[config.mk]
export PLATFORM = sky130hd
export DESIGN_NAME = request_queue_unit_flat
export DESIGN_NICKNAME = d
export VERILOG_FILES = /design/src/rtl/request_unit_pkg.sv /design/src/rtl/request_queue_if.sv /design/src/rtl/request_fifo.sv /design/src/rtl/request_queue_unit.sv /design/src/flat_wrapper.sv
export SDC_FILE = /design/constraint.sdc
export NUM_CORES = 1
export LEC_CHECK = 0
export BUFFER_PORTS_ARGS = -buffer_cell sky130_fd_sc_hd__buf_2
export CORE_UTILIZATION = 55
export CTS_BUF_LIST = sky130_fd_sc_hd__clkbuf_16
export CTS_CLUSTER_DIAMETER = 200
export DETAILED_ROUTE_END_ITERATION = 8
export PLACE_DENSITY = 0.78
export SLEW_MARGIN = 15
export SYNTH_ARGS = -nofsm -noshare
export SYNTH_HDL_FRONTEND = slang
export SYNTH_HIERARCHICAL = 1
export SYNTH_SLANG_ARGS = --single-unit
[constraint.sdc]
create_clock -name CLK -period 10.3 [get_ports CLK]
set_input_delay 1.545 -clock CLK [delete_from_list [all_inputs] [get_ports CLK]]
set_output_delay 1.545 -clock CLK [all_outputs]
set_load 0.1 [all_outputs]
[src/rtl/request_unit_pkg.sv]
// Shared types for the data-memory request path: request opcode, the default
// request record and a decode helper for the datapath enables.
package request_unit_pkg;

    localparam int WORD_W = 32;
    localparam int ADDR_W = 32;

    typedef enum logic {
        REQ_READ  = 1'b0,
        REQ_WRITE = 1'b1
    } req_op_t;

    typedef struct packed {
        req_op_t             op;
        logic [ADDR_W-1:0]   addr;
        logic [WORD_W-1:0]   data;
    } req_t;

    // A write enable always wins: a request with both enables set is a write.
    function automatic req_op_t req_op_decode(input logic wen);
        return wen ? REQ_WRITE : REQ_READ;
    endfunction

endpackage

[src/rtl/request_queue_if.sv]
// Datapath/memory-side bundle of the request queue.
// Handshake: the datapath offers a request on ihit with dREN/dWEN and must
// hold while stall is high; the memory side retires the head by pulsing dhit
// for one cycle while dMemREN or dMemWEN is high.
interface request_queue_if #(
    parameter int AW    = 32,
    parameter int DW    = 32,
    parameter int DEPTH = 2
);
    localparam int CNT_W = $clog2(DEPTH + 1);

    logic             ihit;
    logic             dREN;
    logic             dWEN;
    logic [AW-1:0]    daddr;
    logic [DW-1:0]    dstore;
    logic             dhit;
    logic             halt;

    logic             dMemREN;
    logic             dMemWEN;
    logic [AW-1:0]    dMemAddr;
    logic [DW-1:0]    dMemStore;
    logic             stall;
    logic [CNT_W-1:0] pending;
    logic             timeout;
    logic             drained;

    modport rq (
        input  ihit, dREN, dWEN, daddr, dstore, dhit, halt,
        output dMemREN, dMemWEN, dMemAddr, dMemStore, stall, pending, timeout, drained
    );

    modport tb (
        output ihit, dREN, dWEN, daddr, dstore, dhit, halt,
        input  dMemREN, dMemWEN, dMemAddr, dMemStore, stall, pending, timeout, drained
    );

endinterface

[src/rtl/request_fifo.sv]
// Generic circular buffer of DEPTH entries of type T. DEPTH is a power of
// two so the pointers wrap by natural overflow. Push when full and pop when
// empty are ignored.
module request_fifo
    import request_unit_pkg::*;
#(
    parameter int  DEPTH = 2,
    parameter type T     = req_t,
    localparam int PTR_W = $clog2(DEPTH),
    localparam int CNT_W = $clog2(DEPTH + 1)
) (
    input  logic             CLK,
    input  logic             RST,
    input  logic             i_push,
    input  logic             i_pop,
    input  T                 i_data,
    output T                 o_head,
    output logic [CNT_W-1:0] o_count,
    output logic             o_full,
    output logic             o_empty
);

    localparam logic [CNT_W-1:0] FULL_CNT = CNT_W'(DEPTH);

    T                 r_mem [DEPTH];
    logic [PTR_W-1:0] r_wr_ptr;
    logic [PTR_W-1:0] r_rd_ptr;
    logic [CNT_W-1:0] r_count;
    logic             w_push;
    logic             w_pop;

    assign o_full  = (r_count == FULL_CNT);
    assign o_empty = (r_count == '0);
    assign w_push  = i_push && !o_full;
    assign w_pop   = i_pop && !o_empty;
    assign o_head  = r_mem[r_rd_ptr];
    assign o_count = r_count;

    // Entry storage; contents are only meaningful while counted as occupied.
    always_ff @(posedge CLK) begin
        if (w_push) begin
            r_mem[r_wr_ptr] <= i_data;
        end
    end

    // Pointers and occupancy; a simultaneous push and pop keeps the count.
    always_ff @(posedge CLK or posedge RST) begin
        if (RST) begin
            r_wr_ptr <= '0;
            r_rd_ptr <= '0;
            r_count  <= '0;
        end else begin
            if (w_push) begin
                r_wr_ptr <= r_wr_ptr + 1'b1;
            end
            if (w_pop) begin
                r_rd_ptr <= r_rd_ptr + 1'b1;
            end
            case ({w_push, w_pop})
                2'b10:   r_count <= r_count + 1'b1;
                2'b01:   r_count <= r_count - 1'b1;
                default: r_count <= r_count;
            endcase
        end
    end

endmodule

[src/rtl/request_queue_unit.sv]
// Multi-entry data-memory request queue. Captures datapath requests on
// instruction-hit cycles, presents the oldest to the memory side and retires
// it on dhit. Adds a full stall, a sticky wait watchdog and halt/drain status.
module request_queue_unit
    import request_unit_pkg::*;
#(
    parameter int AW      = 32,
    parameter int DW      = 32,
    parameter int DEPTH   = 2,
    parameter int TIMEOUT = 1024
) (
    input  logic         CLK,
    input  logic         RST,
    request_queue_if.rq  bus
);

    localparam int               CNT_W      = $clog2(DEPTH + 1);
    localparam int               WAIT_W     = (TIMEOUT > 0) ? $clog2(TIMEOUT + 1) : 1;
    localparam logic [WAIT_W-1:0] WAIT_MAX  = WAIT_W'(TIMEOUT);
    localparam bit               TIMEOUT_EN = (TIMEOUT != 0);

    typedef struct packed {
        req_op_t         op;
        logic [AW-1:0]   addr;
        logic [DW-1:0]   data;
    } entry_t;

    entry_t            w_req;
    entry_t            w_head;
    logic              w_req_valid;
    logic              w_push;
    logic              w_pop;
    logic              w_full;
    logic              w_empty;
    logic              w_empty_next;
    logic              w_halt_next;
    logic [CNT_W-1:0]  w_count;
    logic [WAIT_W-1:0] w_wait_next;
    logic [WAIT_W-1:0] r_wait_cnt;
    logic              r_halt_q;
    logic              r_timeout;
    logic              r_drained;

    // Capture qualification: only on ihit, never when full or after halt.
    assign w_req_valid = bus.ihit && (bus.dREN || bus.dWEN);
    assign w_push      = w_req_valid && !w_full && !r_halt_q;
    assign w_pop       = bus.dhit && !w_empty;
    assign w_halt_next = r_halt_q || bus.halt;

    // Request record built from the datapath inputs.
    always_comb begin
        w_req      = '0;
        w_req.op   = req_op_decode(bus.dWEN);
        w_req.addr = bus.daddr;
        w_req.data = bus.dstore;
    end

    request_fifo #(
        .DEPTH (DEPTH),
        .T     (entry_t)
    ) u_fifo (
        .CLK     (CLK),
        .RST     (RST),
        .i_push  (w_push),
        .i_pop   (w_pop),
        .i_data  (w_req),
        .o_head  (w_head),
        .o_count (w_count),
        .o_full  (w_full),
        .o_empty (w_empty)
    );

    // Occupancy after this edge is zero only if nothing arrives and the
    // last entry (if any) leaves.
    assign w_empty_next = !w_push &&
                          ((w_count == '0) || ((w_count == CNT_W'(1)) && w_pop));

    // Head wait count: cleared by a retire or an empty queue, otherwise
    // counts up and saturates at the limit.
    always_comb begin
        w_wait_next = r_wait_cnt;
        if (w_pop || w_empty) begin
            w_wait_next = '0;
        end else if (r_wait_cnt != WAIT_MAX) begin
            w_wait_next = r_wait_cnt + 1'b1;
        end
    end

    // Watchdog, halt latch and drain flag; all sticky state clears only on RST.
    always_ff @(posedge CLK or posedge RST) begin
        if (RST) begin
            r_wait_cnt <= '0;
            r_timeout  <= 1'b0;
            r_halt_q   <= 1'b0;
            r_drained  <= 1'b0;
        end else begin
            r_wait_cnt <= w_wait_next;
            if (TIMEOUT_EN && (w_wait_next == WAIT_MAX)) begin
                r_timeout <= 1'b1;
            end
            r_halt_q   <= w_halt_next;
            r_drained  <= w_halt_next && w_empty_next;
        end
    end

    // Head presentation; all-zero when nothing is queued.
    assign bus.dMemREN   = !w_empty && (w_head.op == REQ_READ);
    assign bus.dMemWEN   = !w_empty && (w_head.op == REQ_WRITE);
    assign bus.dMemAddr  = w_empty ? '0 : w_head.addr;
    assign bus.dMemStore = w_empty ? '0 : w_head.data;
    assign bus.stall     = w_full;
    assign bus.pending   = w_count;
    assign bus.timeout   = r_timeout;
    assign bus.drained   = r_drained;

endmodule

[src/flat_wrapper.sv]
// flat-port wrapper written by rule: the top's interface ports become plain ports
module request_queue_unit_flat import request_unit_pkg::*;
#(
    parameter int AW      = 32,
    parameter int DW      = 32,
    parameter int DEPTH   = 2,
    parameter int TIMEOUT = 1024
)
  (CLK, RST, bus_ihit, bus_dREN, bus_dWEN, bus_daddr, bus_dstore, bus_dhit, bus_halt, bus_dMemREN, bus_dMemWEN, bus_dMemAddr, bus_dMemStore, bus_stall, bus_pending, bus_timeout, bus_drained);
  request_queue_if #(.AW(AW), .DW(DW), .DEPTH(DEPTH)) bus_i ();
  input  logic CLK;
  input  logic RST;
  input wire logic [$bits(bus_i.ihit)-1:0] bus_ihit;
  input wire logic [$bits(bus_i.dREN)-1:0] bus_dREN;
  input wire logic [$bits(bus_i.dWEN)-1:0] bus_dWEN;
  input wire logic [$bits(bus_i.daddr)-1:0] bus_daddr;
  input wire logic [$bits(bus_i.dstore)-1:0] bus_dstore;
  input wire logic [$bits(bus_i.dhit)-1:0] bus_dhit;
  input wire logic [$bits(bus_i.halt)-1:0] bus_halt;
  output wire logic [$bits(bus_i.dMemREN)-1:0] bus_dMemREN;
  output wire logic [$bits(bus_i.dMemWEN)-1:0] bus_dMemWEN;
  output wire logic [$bits(bus_i.dMemAddr)-1:0] bus_dMemAddr;
  output wire logic [$bits(bus_i.dMemStore)-1:0] bus_dMemStore;
  output wire logic [$bits(bus_i.stall)-1:0] bus_stall;
  output wire logic [$bits(bus_i.pending)-1:0] bus_pending;
  output wire logic [$bits(bus_i.timeout)-1:0] bus_timeout;
  output wire logic [$bits(bus_i.drained)-1:0] bus_drained;
  assign bus_i.ihit = bus_ihit;
  assign bus_i.dREN = bus_dREN;
  assign bus_i.dWEN = bus_dWEN;
  assign bus_i.daddr = bus_daddr;
  assign bus_i.dstore = bus_dstore;
  assign bus_i.dhit = bus_dhit;
  assign bus_i.halt = bus_halt;
  assign bus_dMemREN = bus_i.dMemREN;
  assign bus_dMemWEN = bus_i.dMemWEN;
  assign bus_dMemAddr = bus_i.dMemAddr;
  assign bus_dMemStore = bus_i.dMemStore;
  assign bus_stall = bus_i.stall;
  assign bus_pending = bus_i.pending;
  assign bus_timeout = bus_i.timeout;
  assign bus_drained = bus_i.drained;
  request_queue_unit #(.AW(AW), .DW(DW), .DEPTH(DEPTH), .TIMEOUT(TIMEOUT)) u_core (.CLK(CLK), .RST(RST), .bus(bus_i));
endmodule
After elaboration in Yosys (flattened, before gate mapping)
Memory sizes are Yosys's and may differ from the RTL's.
Cells that the tools add are included.
{"block": "totals", "regBits": 18, "mem_bits_rw": 130, "input_bits": 71, "out_inout_bits": 71, "wordCells": 49, "mem_count": 1}
{"name": "u_core.u_fifo.r_mem", "words": 2, "word_bits": 65, "rd": 1, "rd_ports_with_merged_regs": 0, "write_ports": 1, "line_no": "request_fifo.sv:25", "text": "T r_mem [DEPTH];"}
{"block": "classes", "add_sub_neg": 5, "n_eq_ne": 6, "mux": 8, "bitwise": 1, "n_reduce_logical": 21}
{"cell": "32-bit two-way mux", "count": 2}
{"cell": "11-bit two-way mux", "count": 2}
{"cell": "11-bit by 1-bit adder with 11-bit output, second input constant", "count": 1}
{"cell": "11-bit == test, second input constant", "count": 1}
{"cell": "1-bit logical AND", "count": 11}
{"cell": "11-bit != test, second input constant", "count": 1}
{"cell": "2-bit by 1-bit == test with 1-bit output, second input constant", "count": 2}
{"cell": "2-bit == test, second input constant", "count": 2}
{"cell": "1-bit zero test", "count": 4}
{"cell": "1-bit logical OR", "count": 4}
{"cell": "2-bit case mux with 2 select lines", "count": 1}
{"cell": "1-bit two-way mux", "count": 3}
{"cell": "1-bit adder, second input constant", "count": 2}
{"cell": "2-bit by 1-bit adder with 2-bit output, second input constant", "count": 1}
{"cell": "2-bit zero test", "count": 1}
{"cell": "2-bit nonzero test", "count": 1}
{"cell": "2-bit by 1-bit subtractor with 2-bit output, second input constant", "count": 1}
{"cell": "1-bit NOT", "count": 1}

Longest topological paths before layout
Gate-level depths: netlist of run 1.
{"block": "logic_depth", "depth_word": 7, "ltp_mapped": 8, "mapped_depth_nobuf": 8}

By module
Netlist of run 1, hierarchy kept.
{"module": "request_fifo", "instances": 1, "cells_each": 221, "area_each_um2": 5049.8, "seq_area_each_um2": 4003.8}
{"module": "request_queue_unit", "instances": 1, "cells_each": 165, "area_each_um2": 1249.9, "seq_area_each_um2": 350.3}

Worst setup path after synthesis of run 1
No wires, ideal clock.
{"block": "synth_path", "path_type": "reg2reg", "start": "register u_core.u_fifo.r_count[0] (netlist: u_core/u_fifo/o_count[0])", "end": "memory u_core/u_fifo/r_mem[0][0] in the netlist's numbering, enable pin", "setup_time_ns": 0.489, "arrival_time_ns": 5.065, "t_required_ns": 9.811, "setup_slack_ns": 4.746, "path_stages_with_launch": 6, "n_path_buf": 0, "period_less_slack_ns": 5.554, "cell_sequence": "dfrtp_1 > nand2b_1 > inv_1 > nor4b_1 > nand2_1 > nor2_1"}
{"block": "synth_via", "elab_chain_cells": 7}
{"item": "start: declaration", "line_no": "request_fifo.sv:28", "text": "logic [CNT_W-1:0] r_count;"}
{"item": "start signal: assignment", "line_no": "request_fifo.sv:60", "text": "2'b10: r_count <= r_count + 1'b1;"}
{"item": "start signal: assignment", "line_no": "request_fifo.sv:61", "text": "2'b01: r_count <= r_count - 1'b1;"}
{"item": "start signal: assignment", "line_no": "request_fifo.sv:62", "text": "default: r_count <= r_count;"}
{"item": "2-bit == test", "line_no": "request_fifo.sv:32", "text": "assign o_full = (r_count == FULL_CNT);"}
{"item": "named net bus_stall", "line_no": "flat_wrapper.sv:24", "text": "output wire logic [$bits(bus_i.stall)-1:0] bus_stall;"}
{"item": "1-bit zero test", "line_no": "request_queue_unit.sv:46", "text": "assign w_push = w_req_valid && !w_full && !r_halt_q;"}
{"item": "1-bit logical AND (2 in a row)", "line_no": "request_queue_unit.sv:46"}
{"item": "named net u_core.w_push", "line_no": "request_queue_unit.sv:31", "text": "logic w_push;"}
{"item": "1-bit logical AND", "line_no": "request_fifo.sv:34", "text": "assign w_push = i_push && !o_full;"}
{"item": "1-bit two-way mux", "line_no": "request_fifo.sv:41", "text": "if (w_push) begin"}
{"item": "1-bit two-way mux (implied by the code)", "line_no": "request_fifo.sv:42", "text": "r_mem[r_wr_ptr] <= i_data;"}
{"item": "end: declaration", "line_no": "request_fifo.sv:25"}
The timed path passes the listed nets, and every way through them passes these cells.

==> impl_metrics.env, run 1 <==
export IMPL_cts_tree="done"
export IMPL_synth_top_family_by_area="multiplexers"
export IMPL_antenna_cells=0
export IMPL_drt_pass1_iterations=4
export IMPL_muxShareOfSynthArea_pct=14.0
export IMPL_num_vias=3576
export IMPL_final_nets=607
export IMPL_syn_area_um2=6300
export IMPL_synth_edf_count=130
export IMPL_r2r_end="u_core/u_fifo/r_mem[0][42]"
export IMPL_whs_ns=0.474
export IMPL_grt_pass1_wl_mm=16.8
export IMPL_hold_start="u_core/bus.timeout"
export IMPL_synth_ff_type="edfxtp_1"
export IMPL_path_clk_slew_ns=0.06
export IMPL_cts_hold_buffers=0
export IMPL_async_flop_share_pct=12.2
export IMPL_ctsResizeCount=0
export IMPL_synthTopCellsByArea="edfxtp_1 62%, mux2_4 9.5%, dfrtp_1 7.1%"
export IMPL_viasPerCell=5.21
export IMPL_synth_top_area_cell="edfxtp_1"
export IMPL_fin_crit_sh_pct=39.9
export IMPL_grt_overflow=0
export IMPL_slew_violations=0
export IMPL_synth_xor_area_share_pct=1.53
export IMPL_initial_core_util_pct=57.4
export IMPL_cts_root_buf="clkbuf_16"
export IMPL_first_iter_violations=179
export IMPL_grt_pass1_vias=3486
export IMPL_worst_pin_slew_ns=1.11
export IMPL_synth_compound_area_share_pct=1.55
export IMPL_synthToLayoutAreaGrowth_pct=22.1
export IMPL_ys_types=35
export IMPL_cp_start_kind="register"
export IMPL_dpl_cell_count=654
export IMPL_dp_hpwl_mm=7.12
export IMPL_whs_path_depth=2
export IMPL_io_pins=142
export IMPL_grt_antenna_before_repair=1
export IMPL_outcome="finished, final reports clean"
export IMPL_endpoint_kind="output pin"
export IMPL_finalNonFillerCells=686
export IMPL_drtAntennaViolNets=0
export IMPL_yosys_area_share_simple_pct=11.1
export IMPL_place_congestion=0.809
export IMPL_max_slew_margin_pct=25.9
export IMPL_rows=38
export IMPL_synth_cells=386
export IMPL_cts_sinks=148
export IMPL_clockBufferDepth=2
export IMPL_layout_min_cycle_time_ns=4.10
export IMPL_syn_avg_cell_area_um2=16.3
export IMPL_yosys_area_top_type_share_pct=62.0
export IMPL_coreArea_um2=11000
export IMPL_clock_latency_ns=0.41
export IMPL_max_cap_viol_count=0
export IMPL_grt_max_degree=67
export IMPL_die_x_um=109
export IMPL_worstPathArrival_ns=2.56
export IMPL_hp_class="reg -> reg"
export IMPL_yosysWarnings=6
export IMPL_cp_max_fo=66
export IMPL_die_area_um2=11900
export IMPL_synth_seq_area_share_pct=69.1
export IMPL_rsz0062_at_grt="false"
export IMPL_r2r_start="u_core/u_fifo/o_count[0]"
export IMPL_drt_wl_total_mm=10.9
export IMPL_setup_tns_ns=0
export IMPL_ys_seq_elements=148
export IMPL_post_cts_buffers=0
export IMPL_post_drt_wl_per_cell_um=15.9
export IMPL_criticalPathCategory="reg -> out"
export IMPL_syn_num_nets=460
export IMPL_die_h_um=109
export IMPL_cts_max_level=4
export IMPL_setup_viol=0
export IMPL_port_buffers=141
export IMPL_grtUsageTotal_pct=19.4
export IMPL_holdPathEnd="u_core/bus.timeout"
export IMPL_synth_fa_ha_area_share_pct=0.596
export IMPL_drive_gt1_share_pct=45.2
export IMPL_r2r_slack_ns=7.18
export IMPL_worstPathRequired_ns=8.76
export IMPL_cts_buffers=17
export IMPL_r2r_cells=6
export IMPL_finClkSkew_ns=0.0103
export IMPL_final_util_pct=70.0
export IMPL_finalHoldViolations=0
export IMPL_max_freq_mhz=244
export IMPL_drc=0
[synth_stat cells (2+ instances only)]
cell type and n:
xnor2_1 7, mux2_2 25, inv_1 8, o21ai_0 3
a21oi_1 5, clkbuf_1 8, or3_1 2, nor4b_1 3
mux2_4 40, xor2_1 4, buf_2 3, dfrtp_1 18
nor2b_1 70, ha_1 3, edfxtp_1 130, buf_6 5
nor2_1 21, nand3_1 7, nor3_1 2, nand2_1 7
[routing by layer]
layer | GRT usage [%] | routed length, um
met4 | 7.92 | 136
met5 | 0 | 10
met2 | 29.9 | 5220
met3 | 6.46 | 784
met1 | 25.4 | 4720
[cells in the final DEF (no fill, tap or decap), types with 4 or more instances in the layout]
cell,count
clkinvlp_4,4
mux2_4,40
inv_1,9
edfxtp_1,130
xnor2_1,7
dfrtp_1,17
nor2_1,19
nand2_1,7
nand3_1,7
clkbuf_16,17
nor2b_1,70
buf_2,141
a21oi_1,5
xor2_1,4
mux2_2,25
[through the flow]
step	instance area, um^2	setup WS, ns
CTS	7690	6.18
global route	7690	6.04
finish	7690	6.20
floorplan	6300	4.75
global placement	7120	6.34
detailed placement	7120	6.29
[sequential cells by signal (all words and copies together), names as in the netlist]
signal and count:
u_core/u_fifo/r_mem 130, u_core/r_wait_cnt 11, u_core/u_fifo/o_count 2, u_core/bus.drained 1, u_core/bus.timeout 1, u_core/r_halt_q 1
u_core/u_fifo/r_rd_ptr 1, u_core/u_fifo/r_wr_ptr 1
[worst max-delay path, stage by stage (launching register included)]
cell and delay (ns):
dfrtp_4 1.13, mux2_2 0.31, nor2b_1 0.18, buf_2 0.45
[worst max-delay path by stage]
| stage | startpoint | cells after the start | slack [ns] | endpoint |
|---|---|---|---|---|
| 5_1_grt | u_core/u_fifo/r_rd_ptr | 3 | 6.04 | bus_dMemAddr[0] |
| 2_1_floorplan | u_core/u_fifo/o_count[0] | 5 | 4.75 | u_core/u_fifo/r_mem[0][0] |
| 4_1_cts | u_core/u_fifo/r_rd_ptr | 3 | 6.18 | bus_dMemStore[31] |
| 3_5_place_dp | bus_dWEN | 6 | 6.29 | u_core/u_fifo/r_mem[0][10] |
| 6_report | u_core/u_fifo/r_rd_ptr | 3 | 6.20 | bus_dMemAddr[0] |
| 3_3_place_gp | bus_dWEN | 6 | 6.34 | u_core/u_fifo/r_mem[0][10] |
[cells by family after synthesis]
logic type | Yosys count
buffers and inverters | 24
DFF | 148
AOI/OAI and AO/OA | 15
adders and majority gates | 3
xor gates and xnor gates | 11
and+or+nand+nor | 120
muxes | 65
[area by class of cell]
| type | count | area [um^2] |
|---|---|---|
| sequential | 148 | 4360 |
| clock buffer | 17 | 425 |
| multi-input combinational | 214 | 1830 |
| tap | 140 | 175 |
| inverter | 8 | 30.0 |
| timing repair buffer | 144 | 728 |
| clock inverter | 15 | 143 |
| fill | 750 | 3290 |
Power of run 1 is left out: the tool's default activity adds up to more than one toggle a clock period on the data nets, which glitch-free logic cannot reach.
==> inputs of run 2 (changes only) <==
CORE_UTILIZATION = 49   (was 55)
PLACE_DENSITY = 0.73   (was 0.78)
clock period = 3.5 ns   (was 10.3 ns; I/O delays follow)
==> run 2 against run 1 <==
  * Wire length up 7.1%
  * Worst hold slack worse by 0.17 ns
  * Via count up 0.50%
  * Non-clock buffer count up 3
  * Utilization down 7.3 points
  * Clock skew down 0.0011 ns
  * Register-to-register slack worse by 6.0 ns
  * Die area up 12%
  * Critical path type unchanged
  * Critical endpoint is now bus_dMemAddr[18]
  * Largest cell class unchanged
==> impl_metrics.env, run 2 (synthesis results as in run 1) <==
export IMPL_worstPathRequired_ns=2.97
export IMPL_cpMaxStageDelayCell="dfrtp_4"
export IMPL_grt_pass1_wl_mm=17.7
export IMPL_post_cts_buffers=0
export IMPL_endpoint_kind="output pin"
export IMPL_drive_gt1_share_pct=46.1
export IMPL_drtAntennaViolNets=0
export IMPL_r2r_slack_ns=1.21
export IMPL_path_clk_slew_ns=0.06
export IMPL_max_freq_mhz=360
export IMPL_worst_pin_slew_ns=0.570
export IMPL_die_h_um=115
export IMPL_post_drt_wl_per_cell_um=16.1
export IMPL_synthToLayoutAreaGrowth_pct=25.1
export IMPL_coreArea_um2=12600
export IMPL_grtUsageMet2_pct=30.1
export IMPL_dp_hpwl_mm=7.60
export IMPL_cts_max_level=4
export IMPL_drt_pass1_iterations=4
export IMPL_drc=0
export IMPL_fin_crit_sh_pct=79.4
export IMPL_largest_reg_flops=130
export IMPL_first_iter_violations=242
export IMPL_drt_wl_total_mm=11.6
export IMPL_final_common_cell="buf_2"
export IMPL_final_util_pct=62.7
export IMPL_viasPerCell=4.98
export IMPL_stdcell_area_um2=7880
export IMPL_num_vias=3594
export IMPL_final_cell_mix="141 x buf_2, 130 x edfxtp_1, 70 x nor2b_1, 40 x mux2_4, 25 x mux2_2"
export IMPL_initial_core_util_pct=50.1
export IMPL_clock_latency_ns=0.41
export IMPL_cts_tree="done"
export IMPL_slew_violations=0
export IMPL_grtUsageTotal_pct=18.1
export IMPL_cp_max_fo=23
export IMPL_max_cap_viol_count=0
export IMPL_gr_usage_met3_pct=5.22
export IMPL_cp_start_kind="register"
export IMPL_grt_antenna_before_repair=2
export IMPL_timing_critical_path_max_delay_family="flip-flops"
export IMPL_setup_slack_ns=0.721
export IMPL_clockBufferDepth=2
export IMPL_place_congestion=0.789
export IMPL_cts_sinks=148
export IMPL_critical_path_max_stage_delay_ns=0.68
export IMPL_setup_tns_ns=0
export IMPL_die_area_um2=13300
export IMPL_rsz0062_at_grt="false"
export IMPL_path_cells="buf_4 > mux2_2 > nor2b_1 > buf_2"
export IMPL_rows=41
export IMPL_worstPathArrival_ns=2.25
export IMPL_cts_buffers=17
export IMPL_outcome="finished, final reports clean"
export IMPL_regMostFlops="u_core/u_fifo/r_mem"
export IMPL_post_dp_cell_area_um2=7230
export IMPL_setup_viol=0
export IMPL_hp_class="in -> reg"
export IMPL_top_usage_layer="met2"
export IMPL_die_x_um=115
export IMPL_critical_path_buf_inv_count=2
export IMPL_layout_min_cycle_time_ns=2.78
export IMPL_final_nets=610
export IMPL_cts_root_buf="clkbuf_16"
export IMPL_dp_slack_ns=1.12
export IMPL_max_slew_margin_pct=61.9
export IMPL_grt_use_met1_pct=22.0
export IMPL_criticalPathCategory="reg -> out"
export IMPL_grt_max_degree=66
export IMPL_io_pins=142
export IMPL_grt_pass1_vias=3540
export IMPL_finClkSkew_ns=0.00923
export IMPL_finalHoldViolations=0
export IMPL_grt_overflow=0
export IMPL_port_buffers=141
-- run 2: worst paths after layout --
check	start	to	cells past startpoint
min in group asynchronous	RST	u_core/u_fifo/o_count[1]	3
setup reg to reg	u_core/u_fifo/o_count[0]	u_core/u_fifo/r_mem[0][52]	6
hold reg to reg	u_core/bus.timeout	u_core/bus.timeout	2
max in group asynchronous	RST	u_core/r_wait_cnt[6]	3
setup / recovery	u_core/u_fifo/r_rd_ptr	bus_dMemAddr[18]	4
hold / removal	bus_dstore[29]	u_core/u_fifo/r_mem[0][29]	1
-- run 2: layout make-up --
type / count / area, um^2
diodes: 1 / 2.50
clock buffers: 17 / 425
clock inverters: 15 / 214
fillers: 945 / 4690
inverters: 8 / 30.0
multi-input cells: 214 / 1830
flip-flops and latches: 148 / 4360
well taps: 172 / 215
repair buffers: 147 / 803
-- run 2: what timing repair did --
item                                   4_1_cts  5_1_grt
setup endpoints to repair                    0        0
endpoints found under the hold margin        4        0
gates resized for setup                      0        0
hold buffers                                 1        0
-- run 2: per-stage QoR --
| stage | std cells | hold WS (ns) |
|---|---|---|
| 2_1_floorplan | 386 | 0.291 |
| 3_3_place_gp | 688 | 0.429 |
| 3_5_place_dp | 688 | 0.435 |
| 4_1_cts | 721 | 0.282 |
| 5_1_grt | 722 | 0.278 |
| 6_report | 722 | 0.305 |
-- run 2: per-layer routing --
| metal | vias up | part of all wire [%] |
|---|---|---|
| met5 | - | 0.11 |
| met4 | 2 | 0.95 |
| met3 | 12 | 4.8 |
| met2 | 88 | 51 |
| met1 | 1789 | 43 |
| li1 | 1703 | - |
Power of run 2 is left out for the same reason.
==> inputs of run 3 (changes only) <==
CORE_UTILIZATION = 54   (was 49)
PLACE_DENSITY = 0.77   (was 0.73)
clock period = 2.9 ns   (was 3.5 ns; I/O delays follow)
==> run 3 against run 2 <==
  * Die area down 9.1%
  * First-iteration DRC count down 21%
  * Largest cell class unchanged
  * Flip-flop and latch count unchanged
  * Critical path depth unchanged
  * Design area up 1.4%
  * The run now ends with DRC left
  * Wire length down 0.20%
==> impl_metrics.env, run 3 (synthesis results as in run 1) <==
export IMPL_path_clk_slew_ns=0.06
export IMPL_r2r_cells=5
export IMPL_cts_sinks=148
export IMPL_failed_checks="DRC"
export IMPL_final_cell_mix="141 x buf_2, 130 x edfxtp_1, 65 x nor2b_2, 40 x mux2_4, 25 x mux2_2"
export IMPL_final_common_cell="buf_2"
export IMPL_viasPerCell=5.12
export IMPL_finalHoldViolations=0
export IMPL_cpMaxStageDelayCell="dfrtp_4"
export IMPL_layout_min_cycle_time_ns=2.72
export IMPL_dpl_cell_count=663
export IMPL_final_nets=614
export IMPL_die_area_um2=12100
export IMPL_cp_startpoint="u_core/u_fifo/r_rd_ptr"
export IMPL_clockBufferDepth=2
export IMPL_clock_latency_ns=0.41
export IMPL_finalNonFillerCells=696
export IMPL_regMostFlops="u_core/u_fifo/r_mem"
export IMPL_ctsResizeCount=0
export IMPL_worstPathArrival_ns=2.28
export IMPL_place_congestion=0.842
export IMPL_r2r_slack_ns=0.69
export IMPL_grtUsageTotal_pct=20.6
export IMPL_grt_overflow=0
export IMPL_drt_wl_total_mm=11.6
export IMPL_slew_violations=0
export IMPL_crit_path_end="bus_dMemAddr[2]"
export IMPL_drtAntennaViolNets=0
export IMPL_dp_hpwl_mm=7.91
export IMPL_post_cts_buffers=0
export IMPL_cts_root_buf="clkbuf_16"
export IMPL_grt_pass1_vias=3649
export IMPL_largest_reg_flops=130
export IMPL_final_util_pct=70.3
export IMPL_cts_buffers=17
export IMPL_max_freq_mhz=368
export IMPL_port_buffers=141
export IMPL_endpoint_kind="output pin"
export IMPL_synthToLayoutAreaGrowth_pct=26.9
export IMPL_post_drt_wl_per_cell_um=16.7
export IMPL_num_vias=3561
export IMPL_first_iter_violations=191
export IMPL_grt_pass1_wl_mm=17.8
export IMPL_cp_start_kind="register"
export IMPL_cts_max_level=4
export IMPL_rsz0062_at_grt="false"
export IMPL_worstPathRequired_ns=2.47
export IMPL_setup_viol=0
export IMPL_outcome="complete, but fails checks"
export IMPL_grt_antenna_before_repair=1
export IMPL_r2r_end="u_core/u_fifo/r_mem[1][63]"
export IMPL_max_cap_viol_count=0
export IMPL_drive_gt1_share_pct=58.3
export IMPL_r2r_start="u_core/u_fifo/o_count[0]"
export IMPL_timing_critical_path_max_delay_family="flip-flops"
export IMPL_critical_path_buf_inv_count=2
export IMPL_drt_pass1_iterations=6
export IMPL_fin_crit_sh_pct=93.8
export IMPL_criticalPathCategory="reg -> out"
export IMPL_finClkSkew_ns=0.00566
export IMPL_cts_hold_buffers=1
export IMPL_cp_max_fo=32
export IMPL_die_x_um=110
export IMPL_grt_max_degree=40
export IMPL_cp_depth=4
export IMPL_path_cells="buf_4 > mux2_2 > nor2b_2 > buf_2"
export IMPL_whs_ns=0.210
export IMPL_worst_pin_slew_ns=0.553
export IMPL_io_pins=142
export IMPL_coreArea_um2=11400
export IMPL_hp_class="in -> reg"
export IMPL_setup_tns_ns=0
export IMPL_critical_path_max_stage_delay_ns=0.78
export IMPL_die_h_um=110
export IMPL_cts_tree="done"
export IMPL_rows=39
export IMPL_drc=2
export IMPL_max_slew_margin_pct=63.1
export IMPL_initial_core_util_pct=55.4
[run 3: layout make-up]
cell class,count,area [um^2]
tap,143,179
fill,790,3380
clock buffer,17,425
antenna,1,2.50
inverter,8,33.8
sequential,148,4360
multi-input combinational,214,2020
timing repair buffer,151,821
clock inverter,14,146
[run 3: worst min-delay path by stage]
| stage | startpoint | endpoint | slack (ns) | cells after the start |
|---|---|---|---|---|
| 3_3_place_gp | RST | u_core/u_fifo/o_count[0] | 0.35 | 2 |
| 6_report | bus_daddr[1] | u_core/u_fifo/r_mem[1][33] | 0.21 | 1 |
| 4_1_cts | bus_daddr[1] | u_core/u_fifo/r_mem[1][33] | 0.19 | 1 |
| 3_5_place_dp | RST | u_core/u_fifo/o_count[0] | 0.36 | 2 |
| 5_1_grt | bus_daddr[7] | u_core/u_fifo/r_mem[1][39] | 0.19 | 1 |
| 2_1_floorplan | RST | u_core/u_fifo/r_rd_ptr | 0.20 | 1 |
[run 3: routing by layer]
metal / vias to the layer above / wire, um / global-route usage [%]
met5: - / 0 / 0
met4: 0 / 231 / 9.90
met3: 19 / 617 / 5.76
met2: 101 / 6070 / 35.8
met1: 1724 / 4700 / 23.4
li1: 1717 / - / -
[run 3: stage by stage]
| stage | cell area (um^2) | setup slack (ns) |
|---|---|---|
| global placement | 7410 | 0.619 |
| CTS | 7990 | 0.145 |
| detailed placement | 7410 | 0.594 |
| finish | 7990 | 0.181 |
| global route | 7990 | 0.0784 |
| floorplan | 6510 | -0.363 |
Power of run 3 is left out for the same reason.
